File: src/rtl/iob_cache_ctrl_seq_if.sv
// Command and control-port bundle for the cache control sequencer.
// master = sequencer side, slave = CSR logic plus cache control slave.
`ifndef iob_cache_swreg_ADDR_W
`define iob_cache_swreg_ADDR_W 5
`endif

interface iob_cache_ctrl_seq_if #(
    parameter int DATA_W = 32,
    parameter int ADDR_W = `iob_cache_swreg_ADDR_W
);
    logic              cmd_valid;
    logic [1:0]        cmd;
    logic              cmd_ready;
    logic              done;
    logic              err;
    logic              ctrl_valid;
    logic [ADDR_W-1:0] ctrl_addr;
    logic [DATA_W-1:0] ctrl_rdata;
    logic              ctrl_ready;

    modport master (
        input  cmd_valid, cmd, ctrl_rdata, ctrl_ready,
        output cmd_ready, done, err, ctrl_valid, ctrl_addr
    );

    modport slave (
        output cmd_valid, cmd, ctrl_rdata, ctrl_ready,
        input  cmd_ready, done, err, ctrl_valid, ctrl_addr
    );
endinterface

File: src/rtl/iob_cache_ctrl_seq.sv
// Cache control-port sequencer: turns one-word commands into
// single-cycle control requests and collects registered responses.
`ifndef iob_cache_swreg_ADDR_W
`define iob_cache_swreg_ADDR_W 5
`endif
`ifndef CACHE_WTB_EMPTY_ADDR
`define CACHE_WTB_EMPTY_ADDR 1
`endif
`ifndef CACHE_READ_HIT_ADDR
`define CACHE_READ_HIT_ADDR 2
`endif
`ifndef CACHE_READ_MISS_ADDR
`define CACHE_READ_MISS_ADDR 3
`endif
`ifndef CACHE_WRITE_HIT_ADDR
`define CACHE_WRITE_HIT_ADDR 4
`endif
`ifndef CACHE_WRITE_MISS_ADDR
`define CACHE_WRITE_MISS_ADDR 5
`endif
`ifndef CACHE_RST_CNTRS_ADDR
`define CACHE_RST_CNTRS_ADDR 6
`endif
`ifndef CACHE_INVALIDATE_ADDR
`define CACHE_INVALIDATE_ADDR 7
`endif
`ifndef CACHE_VERSION_ADDR
`define CACHE_VERSION_ADDR 8
`endif

module iob_cache_ctrl_seq #(
    parameter int DATA_W   = 32,
    parameter int ADDR_W   = `iob_cache_swreg_ADDR_W,
    parameter int POLL_MAX = 1024,
    parameter int RSP_TMO  = 8
) (
    input  logic                clk,
    input  logic                reset,
    iob_cache_ctrl_seq_if.master bus,
    output logic [DATA_W-1:0]   snap_rhit,
    output logic [DATA_W-1:0]   snap_rmiss,
    output logic [DATA_W-1:0]   snap_whit,
    output logic [DATA_W-1:0]   snap_wmiss,
    output logic [DATA_W-1:0]   version
);
    localparam int PW = $clog2(POLL_MAX + 1);
    localparam int TW = $clog2(RSP_TMO + 1);

    localparam logic [1:0] C_SNAP  = 2'd0;
    localparam logic [1:0] C_FLUSH = 2'd1;
    localparam logic [1:0] C_CLEAR = 2'd2;
    localparam logic [1:0] C_VER   = 2'd3;

    typedef enum logic [1:0] {
        S_IDLE, S_ISSUE, S_WAIT, S_DONE
    } state_t;

    state_t            state_q, state_d;
    logic [1:0]        cmd_q, cmd_d;
    logic [1:0]        step_q, step_d;
    logic [PW-1:0]     poll_q, poll_d;
    logic [TW-1:0]     tmo_q, tmo_d;
    logic [DATA_W-1:0] sh_q [4];
    logic [DATA_W-1:0] sh_d [4];
    logic [DATA_W-1:0] ver_sh_q, ver_sh_d;
    logic              fail;

    logic              cmd_ready_q, cmd_ready_d;
    logic              done_q, done_d;
    logic              err_q, err_d;
    logic              ctrl_valid_q, ctrl_valid_d;
    logic [ADDR_W-1:0] ctrl_addr_q, ctrl_addr_d;
    logic [DATA_W-1:0] snap_q [4];
    logic [DATA_W-1:0] snap_d [4];
    logic [DATA_W-1:0] version_q, version_d;

    function automatic logic [ADDR_W-1:0] step_addr(
        input logic [1:0] c,
        input logic [1:0] s
    );
        logic [ADDR_W-1:0] a;
        a = '0;
        case (c)
            C_SNAP: begin
                case (s)
                    2'd0: a = ADDR_W'(`CACHE_READ_HIT_ADDR);
                    2'd1: a = ADDR_W'(`CACHE_READ_MISS_ADDR);
                    2'd2: a = ADDR_W'(`CACHE_WRITE_HIT_ADDR);
                    default: a = ADDR_W'(`CACHE_WRITE_MISS_ADDR);
                endcase
            end
            C_FLUSH: a = (s == 2'd0) ? ADDR_W'(`CACHE_WTB_EMPTY_ADDR)
                                     : ADDR_W'(`CACHE_INVALIDATE_ADDR);
            C_CLEAR: a = ADDR_W'(`CACHE_RST_CNTRS_ADDR);
            default: a = ADDR_W'(`CACHE_VERSION_ADDR);
        endcase
        return a;
    endfunction

    // State, step bookkeeping and response shadows
    always_ff @(posedge clk or posedge reset) begin
        if (reset) begin
            state_q  <= S_IDLE;
            cmd_q    <= '0;
            step_q   <= '0;
            poll_q   <= '0;
            tmo_q    <= '0;
            ver_sh_q <= '0;
            for (int i = 0; i < 4; i++) sh_q[i] <= '0;
        end else begin
            state_q  <= state_d;
            cmd_q    <= cmd_d;
            step_q   <= step_d;
            poll_q   <= poll_d;
            tmo_q    <= tmo_d;
            ver_sh_q <= ver_sh_d;
            for (int i = 0; i < 4; i++) sh_q[i] <= sh_d[i];
        end
    end

    // Next state: step sequencing, poll limit and response timeout
    always_comb begin
        state_d  = state_q;
        cmd_d    = cmd_q;
        step_d   = step_q;
        poll_d   = poll_q;
        tmo_d    = tmo_q;
        ver_sh_d = ver_sh_q;
        sh_d     = sh_q;
        fail     = 1'b0;
        unique case (state_q)
            S_IDLE: begin
                if (bus.cmd_valid) begin
                    cmd_d   = bus.cmd;
                    step_d  = '0;
                    poll_d  = '0;
                    tmo_d   = '0;
                    state_d = S_ISSUE;
                end
            end
            S_ISSUE: begin
                tmo_d   = '0;
                state_d = S_WAIT;
            end
            S_WAIT: begin
                if (bus.ctrl_ready) begin
                    tmo_d = '0;
                    case (cmd_q)
                        C_SNAP: begin
                            sh_d[step_q] = bus.ctrl_rdata;
                            if (step_q == 2'd3) begin
                                state_d = S_DONE;
                            end else begin
                                step_d  = step_q + 2'd1;
                                state_d = S_ISSUE;
                            end
                        end
                        C_FLUSH: begin
                            if (step_q != 2'd0) begin
                                state_d = S_DONE;
                            end else if (bus.ctrl_rdata[0]) begin
                                step_d  = 2'd1;
                                state_d = S_ISSUE;
                            end else begin
                                poll_d = poll_q + PW'(1);
                                if (poll_q >= PW'(POLL_MAX - 1)) begin
                                    fail    = 1'b1;
                                    state_d = S_DONE;
                                end else begin
                                    state_d = S_ISSUE;
                                end
                            end
                        end
                        C_CLEAR: state_d = S_DONE;
                        default: begin
                            ver_sh_d = bus.ctrl_rdata;
                            state_d  = S_DONE;
                        end
                    endcase
                end else if (tmo_q >= TW'(RSP_TMO - 1)) begin
                    fail    = 1'b1;
                    state_d = S_DONE;
                end else begin
                    tmo_d = tmo_q + TW'(1);
                end
            end
            S_DONE: state_d = S_IDLE;
        endcase
    end

    // Registered outputs derived from the upcoming state
    always_comb begin
        cmd_ready_d  = (state_d == S_IDLE);
        done_d       = (state_d == S_DONE);
        err_d        = done_d & fail;
        ctrl_valid_d = (state_d == S_ISSUE);
        ctrl_addr_d  = ctrl_addr_q;
        snap_d       = snap_q;
        version_d    = version_q;
        if (ctrl_valid_d) ctrl_addr_d = step_addr(cmd_d, step_d);
        if (state_q == S_DONE && !err_q) begin
            if (cmd_q == C_SNAP) snap_d = sh_q;
            if (cmd_q == C_VER) version_d = ver_sh_q;
        end
    end

    // Output register bank
    always_ff @(posedge clk or posedge reset) begin
        if (reset) begin
            cmd_ready_q  <= 1'b1;
            done_q       <= 1'b0;
            err_q        <= 1'b0;
            ctrl_valid_q <= 1'b0;
            ctrl_addr_q  <= '0;
            version_q    <= '0;
            for (int i = 0; i < 4; i++) snap_q[i] <= '0;
        end else begin
            cmd_ready_q  <= cmd_ready_d;
            done_q       <= done_d;
            err_q        <= err_d;
            ctrl_valid_q <= ctrl_valid_d;
            ctrl_addr_q  <= ctrl_addr_d;
            version_q    <= version_d;
            for (int i = 0; i < 4; i++) snap_q[i] <= snap_d[i];
        end
    end

    assign bus.cmd_ready  = cmd_ready_q;
    assign bus.done       = done_q;
    assign bus.err        = err_q;
    assign bus.ctrl_valid = ctrl_valid_q;
    assign bus.ctrl_addr  = ctrl_addr_q;
    assign snap_rhit      = snap_q[0];
    assign snap_rmiss     = snap_q[1];
    assign snap_whit      = snap_q[2];
    assign snap_wmiss     = snap_q[3];
    assign version        = version_q;
endmodule

File: src/flat_wrapper.sv
// flat-port wrapper written by rule: the top's interface ports become plain ports
module iob_cache_ctrl_seq_flat 
#(
    parameter int DATA_W   = 32,
    parameter int ADDR_W   = `iob_cache_swreg_ADDR_W,
    parameter int POLL_MAX = 1024,
    parameter int RSP_TMO  = 8
)
  (clk, reset, snap_rhit, snap_rmiss, snap_whit, snap_wmiss, version, bus_cmd_valid, bus_cmd, bus_ctrl_rdata, bus_ctrl_ready, bus_cmd_ready, bus_done, bus_err, bus_ctrl_valid, bus_ctrl_addr);
  iob_cache_ctrl_seq_if #(.DATA_W(DATA_W), .ADDR_W(ADDR_W)) bus_i ();
  input  logic clk;
  input  logic reset;
  output logic [DATA_W-1:0] snap_rhit;
  output logic [DATA_W-1:0] snap_rmiss;
  output logic [DATA_W-1:0] snap_whit;
  output logic [DATA_W-1:0] snap_wmiss;
  output logic [DATA_W-1:0] version;
  input wire logic [$bits(bus_i.cmd_valid)-1:0] bus_cmd_valid;
  input wire logic [$bits(bus_i.cmd)-1:0] bus_cmd;
  input wire logic [$bits(bus_i.ctrl_rdata)-1:0] bus_ctrl_rdata;
  input wire logic [$bits(bus_i.ctrl_ready)-1:0] bus_ctrl_ready;
  output wire logic [$bits(bus_i.cmd_ready)-1:0] bus_cmd_ready;
  output wire logic [$bits(bus_i.done)-1:0] bus_done;
  output wire logic [$bits(bus_i.err)-1:0] bus_err;
  output wire logic [$bits(bus_i.ctrl_valid)-1:0] bus_ctrl_valid;
  output wire logic [$bits(bus_i.ctrl_addr)-1:0] bus_ctrl_addr;
  assign bus_i.cmd_valid = bus_cmd_valid;
  assign bus_i.cmd = bus_cmd;
  assign bus_i.ctrl_rdata = bus_ctrl_rdata;
  assign bus_i.ctrl_ready = bus_ctrl_ready;
  assign bus_cmd_ready = bus_i.cmd_ready;
  assign bus_done = bus_i.done;
  assign bus_err = bus_i.err;
  assign bus_ctrl_valid = bus_i.ctrl_valid;
  assign bus_ctrl_addr = bus_i.ctrl_addr;
  iob_cache_ctrl_seq #(.DATA_W(DATA_W), .ADDR_W(ADDR_W), .POLL_MAX(POLL_MAX), .RSP_TMO(RSP_TMO)) u_core (.clk(clk), .reset(reset), .bus(bus_i), .snap_rhit(snap_rhit), .snap_rmiss(snap_rmiss), .snap_whit(snap_whit), .snap_wmiss(snap_wmiss), .version(version));
endmodule
File: config.mk
export PLATFORM = sky130hd
export DESIGN_NAME = iob_cache_ctrl_seq_flat
export DESIGN_NICKNAME = d
export VERILOG_FILES = /design/src/rtl/iob_cache_ctrl_seq_if.sv /design/src/rtl/iob_cache_ctrl_seq.sv /design/src/flat_wrapper.sv
export SDC_FILE = /design/constraint.sdc
export NUM_CORES = 1
export LEC_CHECK = 0
export BUFFER_PORTS_ARGS = -buffer_cell sky130_fd_sc_hd__buf_4
export CAP_MARGIN = 0
export CORE_MARGIN = 2
export CORE_UTILIZATION = 60
export DETAILED_ROUTE_END_ITERATION = 6
export PLACE_DENSITY = 0.93
export SLEW_MARGIN = 20
export SYNTH_ARGS = -nofsm -noshare
export SYNTH_HDL_FRONTEND = slang
export SYNTH_SLANG_ARGS = --single-unit
File: constraint.sdc
create_clock -name clk -period 29.1 [get_ports clk]
set_input_delay 2.91 -clock clk [delete_from_list [all_inputs] [get_ports clk]]
set_output_delay 2.91 -clock clk [all_outputs]
set_load 0.02 [all_outputs]
==> metrics.md, run 1 <==
| Metric | Value |
|---|---|
| Final Total Pwr | 1.646 mW |
| Combinational family with the most area after synthesis | multiplexers |
| WP data arrival | 4930 ps |
| Antenna viol nets, final | 0 |
| # Post-CTS Setup Buffers | 0 |
| Sequential area share after synthesis | 65.46% |
| Max Clk Rate | 228.5 MHz |
| Row cnt | 54 |
| CP Max Fanout | 99 |
| Drc violations | 0 |
| Hold Crit Depth | 1 |
| H-tree levels | 2 |
| Post-cts sizing count | 0 |
| Worst setup EP type | asynchronous set/reset pin |
| IO Pins | 207 |
| Fin Setup TNS | 0 ps |
| Drt pass-1 iters | 5 |
| Dpl ws | 23430 ps |
| Fraction of layout cells with a size suffix above 1 | 56.45% |
| Async S/R FF share, synth | 100.0% |
| Largest net degree at the start of global routing | 100 |
| Peak VDD IR | 0.07509 mV |
| Met1 wire length | 11960 um |
| CP delay by family, top | buffers and inverters |
| Diode count | 0 |
| Most frequent cells in the layout | dfrtp_1, mux2_2, buf_4, clkbuf_16, nand2_1 |
| Area contributors post-synth | dfrtp_1, mux2_2, clkbuf_1 |
| Slew margin rel. | 26.55% |
| Drt wl/cell | 21.17 um |
| Number of global-route vias before repair | 8225 |
| Global route total overflow | 0 |
| Final HPWL DP | 17990 um |
| Clk Latency, worst-skew pair | 510 ps |
| Final setup violation count | 0 |
| Starting Density | 61.14% |
| Die area | 23450 um2 |
| Outcome | finished, final reports clean |
| Die X | 153.1 um |
| CTS root buf | clkbuf_16 |
| Routed met3 length | 2000 um |
| Critical path class | in2async |
| Slowest-stage cell, CP | buf_6 |
| Fraction of the mapped netlist area in adder cells | 0.1875% |
| Post-Synth Simple-Gate Area | 3.188% |
| Cell count after synthesis | 847 |
| Fin crit period | 4377 ps |
| Routed WL | 28910 um |
| Core area | 21820 um2 |
| CP Cell Sequence | buf_4 -> inv_8 -> buf_6 -> buf_6 |
| Syn avg cell area | 15.75 um2 |
| Vias | 7744 |
| PnR worst setup slack | 24720 ps |
| Req. time, crit path | 29660 ps |
| Initial antenna violation count | 0 |
| Syn_nets | 887 |
| Layout Nets | 1101 |
| CTS tree | done |
| RSZ-0062 raised after global routing | no |
| Post-Synth XOR/XNOR Area | 0.3282% |
| Hold Vio Cnt, Final | 0 |
| Post-synth EDFFs | 0 |
| FF-to-FF path depth | 4 |
| Post-synthesis cell type with the largest combined area | dfrtp_1 |
| Clock skew | 10.38 ps |
| Synth Area in Compound Gates | 1.791% |
| Max-slew violations | 0 |
| Max-Cap Viols | 0 |
| Worst hold slack | 488.1 ps |
| TritonCTS buffer count | 35 |
| Commonest non-fill, non-tap cell in the layout | dfrtp_1 |
| CP startpoint kind | primary input |
| Post-synthesis cell area | 13340 um2 |
| Lkg Pwr | 8.329 nW |
| Worst Path Buf+Inv | 4 |
| CTS Buffer Depth | 3 |
| Flops & latches, synth | 349 |
| Highest metal used | met4 |
| Slew of the pin with the lowest slew margin | 1102 ps |
| Fin crit share | 15.04% |
| Power per cell area | 100.3 nW/um2 |
| Cell mode on critical path | buf_6 |
| Multiplexer share of the synthesized area | 27.33% |
| Tot GR Track Use | 24.75% |
| Levels on crit path | 4 |
| Dominant synthesized flop cell | dfrtp_1 |
| I/O Buffers | 205 |
| Clock Sinks | 349 |
| Yosys warning total | 0 |
| Die Height | 153.1 um |
| CP max stage delay | 670 ps |
| Metal2 WL | 14430 um |
| Area grow syn2layout | 23.05% |
| Clock slew at reported path FFs | 60 ps |
| Starting DRC count in detailed routing | 358 |
| GP Congestion | 0.7983 |
| Post-synth top area share | 65.27% |
| Post-CTS Hold Buffers | 0 |
| Hold WC Path Type | reg2reg |
| Drt via density | 5.669 |
| First-pass GRT wire length | 45960 um |
| Distinct cells, synth | 48 |
==> area by class of cell <==
type / count / area, um2
Timing Repair Buffer: 216 / 1682
Tap cell: 280 / 350.3
Sequential cell: 349 / 8735
Clock buffer: 49 / 1018
Inverter: 13 / 56.30
Fill cell: 1282 / 5405
Clock inverter: 13 / 157.7
Multi-Input combinational cell: 446 / 4419
==> report_power, final <==
group / internal [mW] / switching [mW] / leakage [nW] / total [mW]
combinational: 0.234 / 0.228 / 3.11 / 0.462
clock: 0.272 / 0.184 / 0.582 / 0.457
sequential: 0.638 / 0.0893 / 4.64 / 0.728
==> cell usage after synthesis (2+ instances only) <==
master and instances:
nand4_1 4, clkbuf_8 2, nor2_1 14, xnor2_1 2, dfrtp_1 348, or4_2 2
nor3_1 5, buf_1 4, ha_1 2, xor2_1 3, nand2_1 22, nand2b_1 4
buf_4 2, o211ai_1 2, o21ai_0 8, a21o_1 2, a31oi_1 3, nand3_1 5
o2bb2ai_1 2, o31ai_1 2, mux2_2 323, a21oi_1 9, o21a_1 2, clkbuf_1 30
inv_1 13, and2_1 3, and3_1 7, or3_1 2
==> worst paths after layout <==
| path | start | end | slack, ps |
|---|---|---|---|
| setup / recovery | reset | u_core.snap_whit[4] | 24720 |
| hold / removal | u_core.bus.ctrl_addr[3] | u_core.bus.ctrl_addr[3] | 490 |
| setup reg to reg | u_core.cmd_q[1] | u_core.sh_q[40] | 26700 |
| hold reg to reg | u_core.bus.ctrl_addr[3] | u_core.bus.ctrl_addr[3] | 490 |
| max in group clk | bus_ctrl_ready | u_core.sh_q[40] | 24800 |
| min in group asynchronous | reset | u_core.sh_q[18] | 2500 |
==> state kept, by name (all words and copies together) (netlist names), 4 cells and up <==
name and cells:
u_core.ver_sh_q 32, u_core.snap_rhit 32, u_core.snap_rmiss 32, u_core.version 32, u_core.tmo_q 4, u_core.bus.ctrl_addr 4, u_core.snap_whit 32, u_core.snap_wmiss 32
u_core.sh_q 128, u_core.poll_q 11
==> stage by stage <==
step | instances | util (%) | instance area, um2
after floorplan | 847 | - | 13340
after global placement | 1301 | 69.46 | 15160
after detailed placement | 1302 | 69.59 | 15190
after CTS | 1364 | 74.98 | 16360
after global routing | 1366 | 75.23 | 16420
final | 1366 | 75.23 | 16420
==> per-layer routing <==
metal  vias to the layer above  global-route usage [%]
li1                       3437                       -
met1                      4045                   32.94
met2                       214                   41.05
met3                        48                   6.861
met4                         0                   5.864
met5                         -                       0
==> logic make-up (layout without fill, tap and decap cells) <==
kind of cell             after synthesis  after routing
multiplexers                         324            324
other                                  1              1
adder cells (fa/ha/maj)                2              2
AND/OR/NAND/NOR                       78             78
XOR/XNOR                               5              5
flip-flops                           349            349
buffers and inverters                 52            291
AO/OA/AOI/OAI                         36             36
Note: power is estimated with default switching activity, not from simulation.
==> run 2: changes to the inputs <==
--- a/config.mk
+++ b/config.mk
@@ -8,9 +8,9 @@
 export BUFFER_PORTS_ARGS = -buffer_cell sky130_fd_sc_hd__buf_4
 export CAP_MARGIN = 0
 export CORE_MARGIN = 2
-export CORE_UTILIZATION = 60
+export CORE_UTILIZATION = 56
 export DETAILED_ROUTE_END_ITERATION = 6
-export PLACE_DENSITY = 0.93
+export PLACE_DENSITY = 0.88
 export SLEW_MARGIN = 20
 export SYNTH_ARGS = -nofsm -noshare
 export SYNTH_HDL_FRONTEND = slang
==> constraint.sdc (replaced) <==
create_clock -name clk -period 4.3 [get_ports clk]
set_input_delay 0.43 -clock clk [delete_from_list [all_inputs] [get_ports clk]]
set_output_delay 0.43 -clock clk [all_outputs]
set_load 0.02 [all_outputs]
==> run 2 against run 1 <==
Final cell count up 3.1%. Clock power rose to 7.3 times the previous value. Clock-buffer cell count down 1. Global-route usage down 1.7 points. Clock skew up 8.3 ps. Final area up 0.91%. Non-clock buffer count down 1. Wire length down 1.5%. Power rose to 6.9 times the previous value. Sequential power rose to 6.8 times the previous value. First-iteration DRC count down 32%. Via count down 0.63%. Critical path type is now reg2reg. Largest cell class unchanged.
==> metrics.md, run 2 (synthesized netlist as in run 1, its figures left out) <==
| Metric | Value |
|---|---|
| Reg with most FFs | u_core.sh_q |
| CTS Buffer Depth | 3 |
| CP startpoint kind | flop |
| Slowest-stage cell, CP | nor2_4 |
| Largest net degree at the start of global routing | 129 |
| Hold Vio Cnt, Final | 0 |
| RSZ-0062 raised after global routing | no |
| Die X | 158.4 um |
| Worst hold slack | 29.93 ps |
| Clk Latency, worst-skew pair | 520 ps |
| Req. time, crit path | 4680 ps |
| Final setup violation count | 0 |
| RR Endpoint | u_core.sh_q[67] |
| Vias | 7695 |
| Dpl ws | 1873 ps |
| IO Pins | 207 |
| FF-to-FF path depth | 4 |
| Tot GR Track Use | 23.02% |
| # Post-CTS Setup Buffers | 0 |
| Drc violations | 0 |
| Lkg Pwr | 8.355 nW |
| WP data arrival | 2800 ps |
| Global route total overflow | 0 |
| First-pass GRT wire length | 44660 um |
| Core area | 23400 um2 |
| CP max stage delay | 870 ps |
| CTS tree | done |
| Slew margin rel. | 26.94% |
| Peak VDD IR | 0.5184 mV |
| Clock Sinks | 349 |
| Max Clk Rate | 412.4 MHz |
| Max-Cap Viols | 0 |
| Max-slew violations | 0 |
| Clock slew at reported path FFs | 60 ps |
| Flip-flop and latch area | 8735 um2 |
| Worst setup EP type | flop |
| Placed cells | 1342 |
| CP Cell Sequence | and3b_1 -> nand3_1 -> nor2_4 -> mux2_2 |
| Drt wl/cell | 20.23 um |
| Worst reg2reg setup slack | 1880 ps |
| Layout fillers | 1538 |
| Layout Nets | 1101 |
| I/O Buffers | 205 |
| H-tree levels | 2 |
| CP Max Fanout | 32 |
| Starting DRC count in detailed routing | 244 |
| Final Core Density | 70.79% |
| TritonCTS buffer count | 36 |
| Drt pass-1 iters | 4 |
| Drt via density | 5.465 |
| Area grow syn2layout | 24.17% |
| Diode count | 0 |
| Post-cts sizing count | 0 |
| Fraction of layout cells with a size suffix above 1 | 56.29% |
| Combinational power share | 27.3% |
| P_sw | 3.391 mW |
| Layout Cells excl Fill | 1408 |
| Routed WL | 28490 um |
| Outcome | finished, final reports clean |
| Final HPWL DP | 18070 um |
| Post-CTS Hold Buffers | 0 |
| Power per cell area | 685.7 nW/um2 |
| Sw Share | 29.85% |
| Commonest non-fill, non-tap cell in the layout | dfrtp_1 |
| CTS root buf | clkbuf_16 |
| Max reg flops | 128 |
| Initial antenna violation count | 0 |
| Antenna viol nets, final | 0 |
| Fin Setup TNS | 0 ps |
| Die area | 25080 um2 |
| FF-to-FF Start | u_core.state_q[1] |
| Fin crit period | 2425 ps |
| Clock skew | 18.64 ps |
| Hold WC Path Type | in2async |
| Int Power | 7.970 mW |
| Fin crit share | 56.39% |
| CP delay by family, top | simple AND/OR/NAND/NOR gates |
| PnR worst setup slack | 1875 ps |
| Number of global-route vias before repair | 8106 |
| Slew of the pin with the lowest slew margin | 1093 ps |
| Seq pwr share | 43.3% |
| Critical path class | reg2reg |
| Power share of the clock group | 29.3% |
| Row cnt | 56 |
| Most frequent cells in the layout | dfrtp_1, mux2_2, buf_4, clkbuf_16, nand2_1 |
| Die Height | 158.4 um |
| Area of the multi-input gates | 4419 um2 |
| Starting Density | 57.01% |
| Worst Path Buf+Inv | 0 |
| GP Congestion | 0.8079 |
## run 2: layout make-up
cell class | count | share of cell area (%)
sequential | 349 | 52.72
multi-input combinational | 446 | 26.67
timing repair buffer | 215 | 10.12
clock buffer | 48 | 6.019
tap | 319 | 2.409
clock inverter | 18 | 1.737
inverter | 13 | 0.3172
## run 2: how the worst max path moves through the flow
stage / startpoint / to / slack [ps] / cells after the start
final: u_core.state_q[1] / u_core.sh_q[67] / 1880 / 4
after global routing: u_core.state_q[0] / u_core.sh_q[70] / 1770 / 4
after CTS: u_core.state_q[0] / u_core.sh_q[70] / 1860 / 4
after detailed placement: u_core.state_q[1] / u_core.sh_q[84] / 1870 / 4
after global placement: bus_ctrl_ready / u_core.sh_q[90] / 1940 / 5
after floorplan: reset / u_core.bus.ctrl_addr[0] / -800 / 1
## run 2: power groups by stage
| stage | registers (mW) | logic, mW | clock network, mW |
|---|---|---|---|
| 5_1_grt | 5.04 | 3.32 | 3.54 |
| 3_5_place_dp | 4.96 | 3.11 | 0 |
| 2_1_floorplan | 5.33 | 1.49 | 0 |
| 3_3_place_gp | 4.89 | 3.01 | 0 |
| 4_1_cts | 4.92 | 3.14 | 3.39 |
| 6_report | 4.92 | 3.11 | 3.33 |
## run 2: worst reg2reg max path: cells and delay by family (launching register included)
family | cells | cell delay (ps)
and+or+nand+nor | 3 | 1320
DFF | 1 | 520
muxes | 1 | 440
## run 2: stage by stage
stage	power [mW]	area, um2
final	11.36	16570
after global placement	7.898	15280
after floorplan	6.819	13350
after detailed placement	8.077	15280
after CTS	11.45	16570
after global routing	11.90	16570
## run 2: per-layer routing
layer | GRT usage (%) | part of all wire [%]
met1 | 29.15 | 41
met2 | 39.48 | 51
met3 | 6.206 | 6.1
met4 | 6.178 | 2.0
met5 | 0 | 0
==> run 3: changes to the inputs <==
==> constraint.sdc (replaced) <==
create_clock -name clk -period 2.25 [get_ports clk]
set_input_delay 0.225 -clock clk [delete_from_list [all_inputs] [get_ports clk]]
set_output_delay 0.225 -clock clk [all_outputs]
set_load 0.02 [all_outputs]
==> run 3 against run 2 <==
Fmax grew 13%. Sequential share of layout area is 1.1 points lower. Via count increased by 4.5%. Critical path depth up 1. Sequential cell count did not move. Clock skew down 3.0 ps. Worst setup slack lost 1800 ps. Core utilization is 1.6 points higher. Highest routed layer unchanged.
==> metrics.md, run 3 (synthesized netlist as in run 1, its figures left out) <==
| Metric | Value |
|---|---|
| Hold Vio Cnt, Final | 0 |
| Die area | 25080 um2 |
| Die Height | 158.4 um |
| Tot GR Track Use | 24.68% |
| Most frequent cells in the layout | dfrtp_1, mux2_2, buf_4, clkbuf_16, dlygate4sd3_1 |
| CP max stage delay | 600 ps |
| Antenna viol nets, final | 0 |
| Core area | 23400 um2 |
| Int Power | 14.80 mW |
| CP startpoint kind | flop |
| P_sw | 6.519 mW |
| Critical path class | reg2reg |
| Drt pass-1 iters | 4 |
| Worst setup EP type | flop |
| Peak VDD IR | 0.7643 mV |
| Post-cts sizing count | 0 |
| FF-to-FF Start | u_core.cmd_q[1] |
| Fin crit period | 2152 ps |
| HP Start | bus_ctrl_rdata[11] |
| Final HPWL DP | 19310 um |
| Placed cells | 1361 |
| Global route total overflow | 0 |
| WP data arrival | 2550 ps |
| Drt via density | 5.529 |
| Layout fillers | 1524 |
| I/O Buffers | 205 |
| IO Pins | 207 |
| Clock Sinks | 349 |
| Seq pwr share | 44.3% |
| Initial antenna violation count | 1 |
| RSZ-0062 raised after global routing | no |
| CTS tree | done |
| GP Congestion | 0.7864 |
| Area grow syn2layout | 26.88% |
| Fraction of layout cells with a size suffix above 1 | 55.20% |
| Die X | 158.4 um |
| Final setup violation count | 0 |
| Slew of the pin with the lowest slew margin | 649.8 ps |
| H-tree levels | 2 |
| Clock slew at reported path FFs | 60 ps |
| Drc violations | 0 |
| Starting DRC count in detailed routing | 305 |
| Clk Latency, worst-skew pair | 510 ps |
| Layout Nets | 1151 |
| Fin crit share | 95.65% |
| Worst Path Buf+Inv | 0 |
| CP Cell Sequence | or4b_4 -> a21oi_1 -> o31ai_1 -> a211o_1 -> mux2_2 |
| Starting Density | 57.01% |
| Commonest non-fill, non-tap cell in the layout | dfrtp_1 |
| Hold Path End | u_core.sh_q[75] |
| CTS root buf | clkbuf_16 |
| Row cnt | 56 |
| Slowest-stage cell, CP | or4b_4 |
| CTS Buffer Depth | 3 |
| Number of global-route vias before repair | 8768 |
| Clock skew | 15.60 ps |
| RR Endpoint | u_core.bus.ctrl_addr[1] |
| First-pass GRT wire length | 47710 um |
| Power per cell area | 1259 nW/um2 |
| CP delay by family, top | compound AO/OA/AOI/OAI gates |
| Slew margin rel. | 56.59% |
| Req. time, crit path | 2640 ps |
| Max reg flops | 128 |
| Fin Setup TNS | 0 ps |
| Max Clk Rate | 464.7 MHz |
| TritonCTS buffer count | 36 |
| Largest net degree at the start of global routing | 102 |
| Sw Share | 30.58% |
| Area of the multi-input gates | 4419 um2 |
| Hold WC Path Type | in2reg |
| Routed WL | 30200 um |
| FF-to-FF path depth | 5 |
| Reg with most FFs | u_core.sh_q |
| # Post-CTS Setup Buffers | 0 |
| Worst reg2reg setup slack | 100 ps |
| Flip-flop and latch area | 8735 um2 |
| Vias | 8039 |
| Drt wl/cell | 20.77 um |
| Max-slew violations | 0 |
| Lkg Pwr | 8.528 nW |
| Hold Crit Depth | 2 |
| Layout Cells excl Fill | 1454 |
| Combinational power share | 28.8% |
| Power share of the clock group | 26.9% |
| Max-Cap Viols | 0 |
| Outcome | finished, final reports clean |
| CP Max Fanout | 7 |
run 3: cell count changes in the layout (fill, tap and decap cells not counted), sizes merged, moves of 3 or more:
cell | previous run | this run
dlygate4sd3 | 0 | 31
buf | 215 | 234
bufinv | 7 | 1
clkbuf | 48 | 54
clkinv | 5 | 2
run 3: per-stage QoR:
stage / power [mW] / hold WS (ps) / setup WS, ps / util (%) / instance area [um2]
global placement: 15.21 / 390.9 / 221.5 / 66.12 / 15470
global route: 22.35 / 14.42 / 31.38 / 72.34 / 16930
floorplan: 13.03 / 375.6 / -2647 / - / 13350
detailed placement: 15.58 / 403.7 / 136.5 / 66.12 / 15470
finish: 21.32 / 24.69 / 97.91 / 72.34 / 16930
CTS: 21.45 / 7.835 / 103.4 / 72.33 / 16930
run 3: repair_timing:
item	4_1_cts	5_1_grt
hold buffers	31	0
endpoints found under the hold margin	358	0
endpoints found under the setup margin	0	0
run 3: how the worst max path moves through the flow:
stage | start | to | slack [ps] | depth (start not counted)
2_1_floorplan | reset | u_core.bus.ctrl_addr[0] | -2650 | 1
3_3_place_gp | u_core.cmd_q[1] | u_core.poll_q[6] | 220 | 5
3_5_place_dp | u_core.cmd_q[1] | u_core.bus.ctrl_addr[1] | 140 | 5
4_1_cts | u_core.cmd_q[1] | u_core.bus.ctrl_addr[1] | 100 | 5
5_1_grt | u_core.state_q[0] | u_core.bus.ctrl_addr[1] | 30 | 4
6_report | u_core.cmd_q[1] | u_core.bus.ctrl_addr[1] | 100 | 5
run 3: worst register-to-register path: stages (launching register included):
cell and delay [ps]:
dfrtp_1 460, or4b_4 600, a21oi_1 150, o31ai_1 130, a211o_1 390, mux2_2 300
run 3: layout make-up:
type | instances | share of cell area (%)
Timing Repair Buffer | 265 | 12.87
Clock buffer | 54 | 6.319
Tap cell | 319 | 2.358
Inverter | 13 | 0.3104
Clock inverter | 7 | 0.4286
Antenna cell | 1 | 0.01478
Sequential cell | 349 | 51.59
Multi-Input combinational cell | 446 | 26.10
run 3: metal layers:
layer / vias up / track usage [%] / wire (um) / part of all wire [%]
met2: 213 / 42.19 / 15390 / 51
met4: 0 / 9.996 / 1085 / 3.6
met1: 4229 / 30.46 / 12080 / 40
met3: 74 / 5.825 / 1654 / 5.5
li1: 3523 / - / - / -
met5: - / 0 / 0 / 0
run 3: power groups by stage:
stage	registers [mW]	clock network [mW]	logic, mW
4_1_cts	9.42	5.84	6.19
6_report	9.44	5.74	6.14
3_3_place_gp	9.35	0	5.87
5_1_grt	9.67	6.12	6.56
2_1_floorplan	10.2	0	2.84
3_5_place_dp	9.49	0	6.09
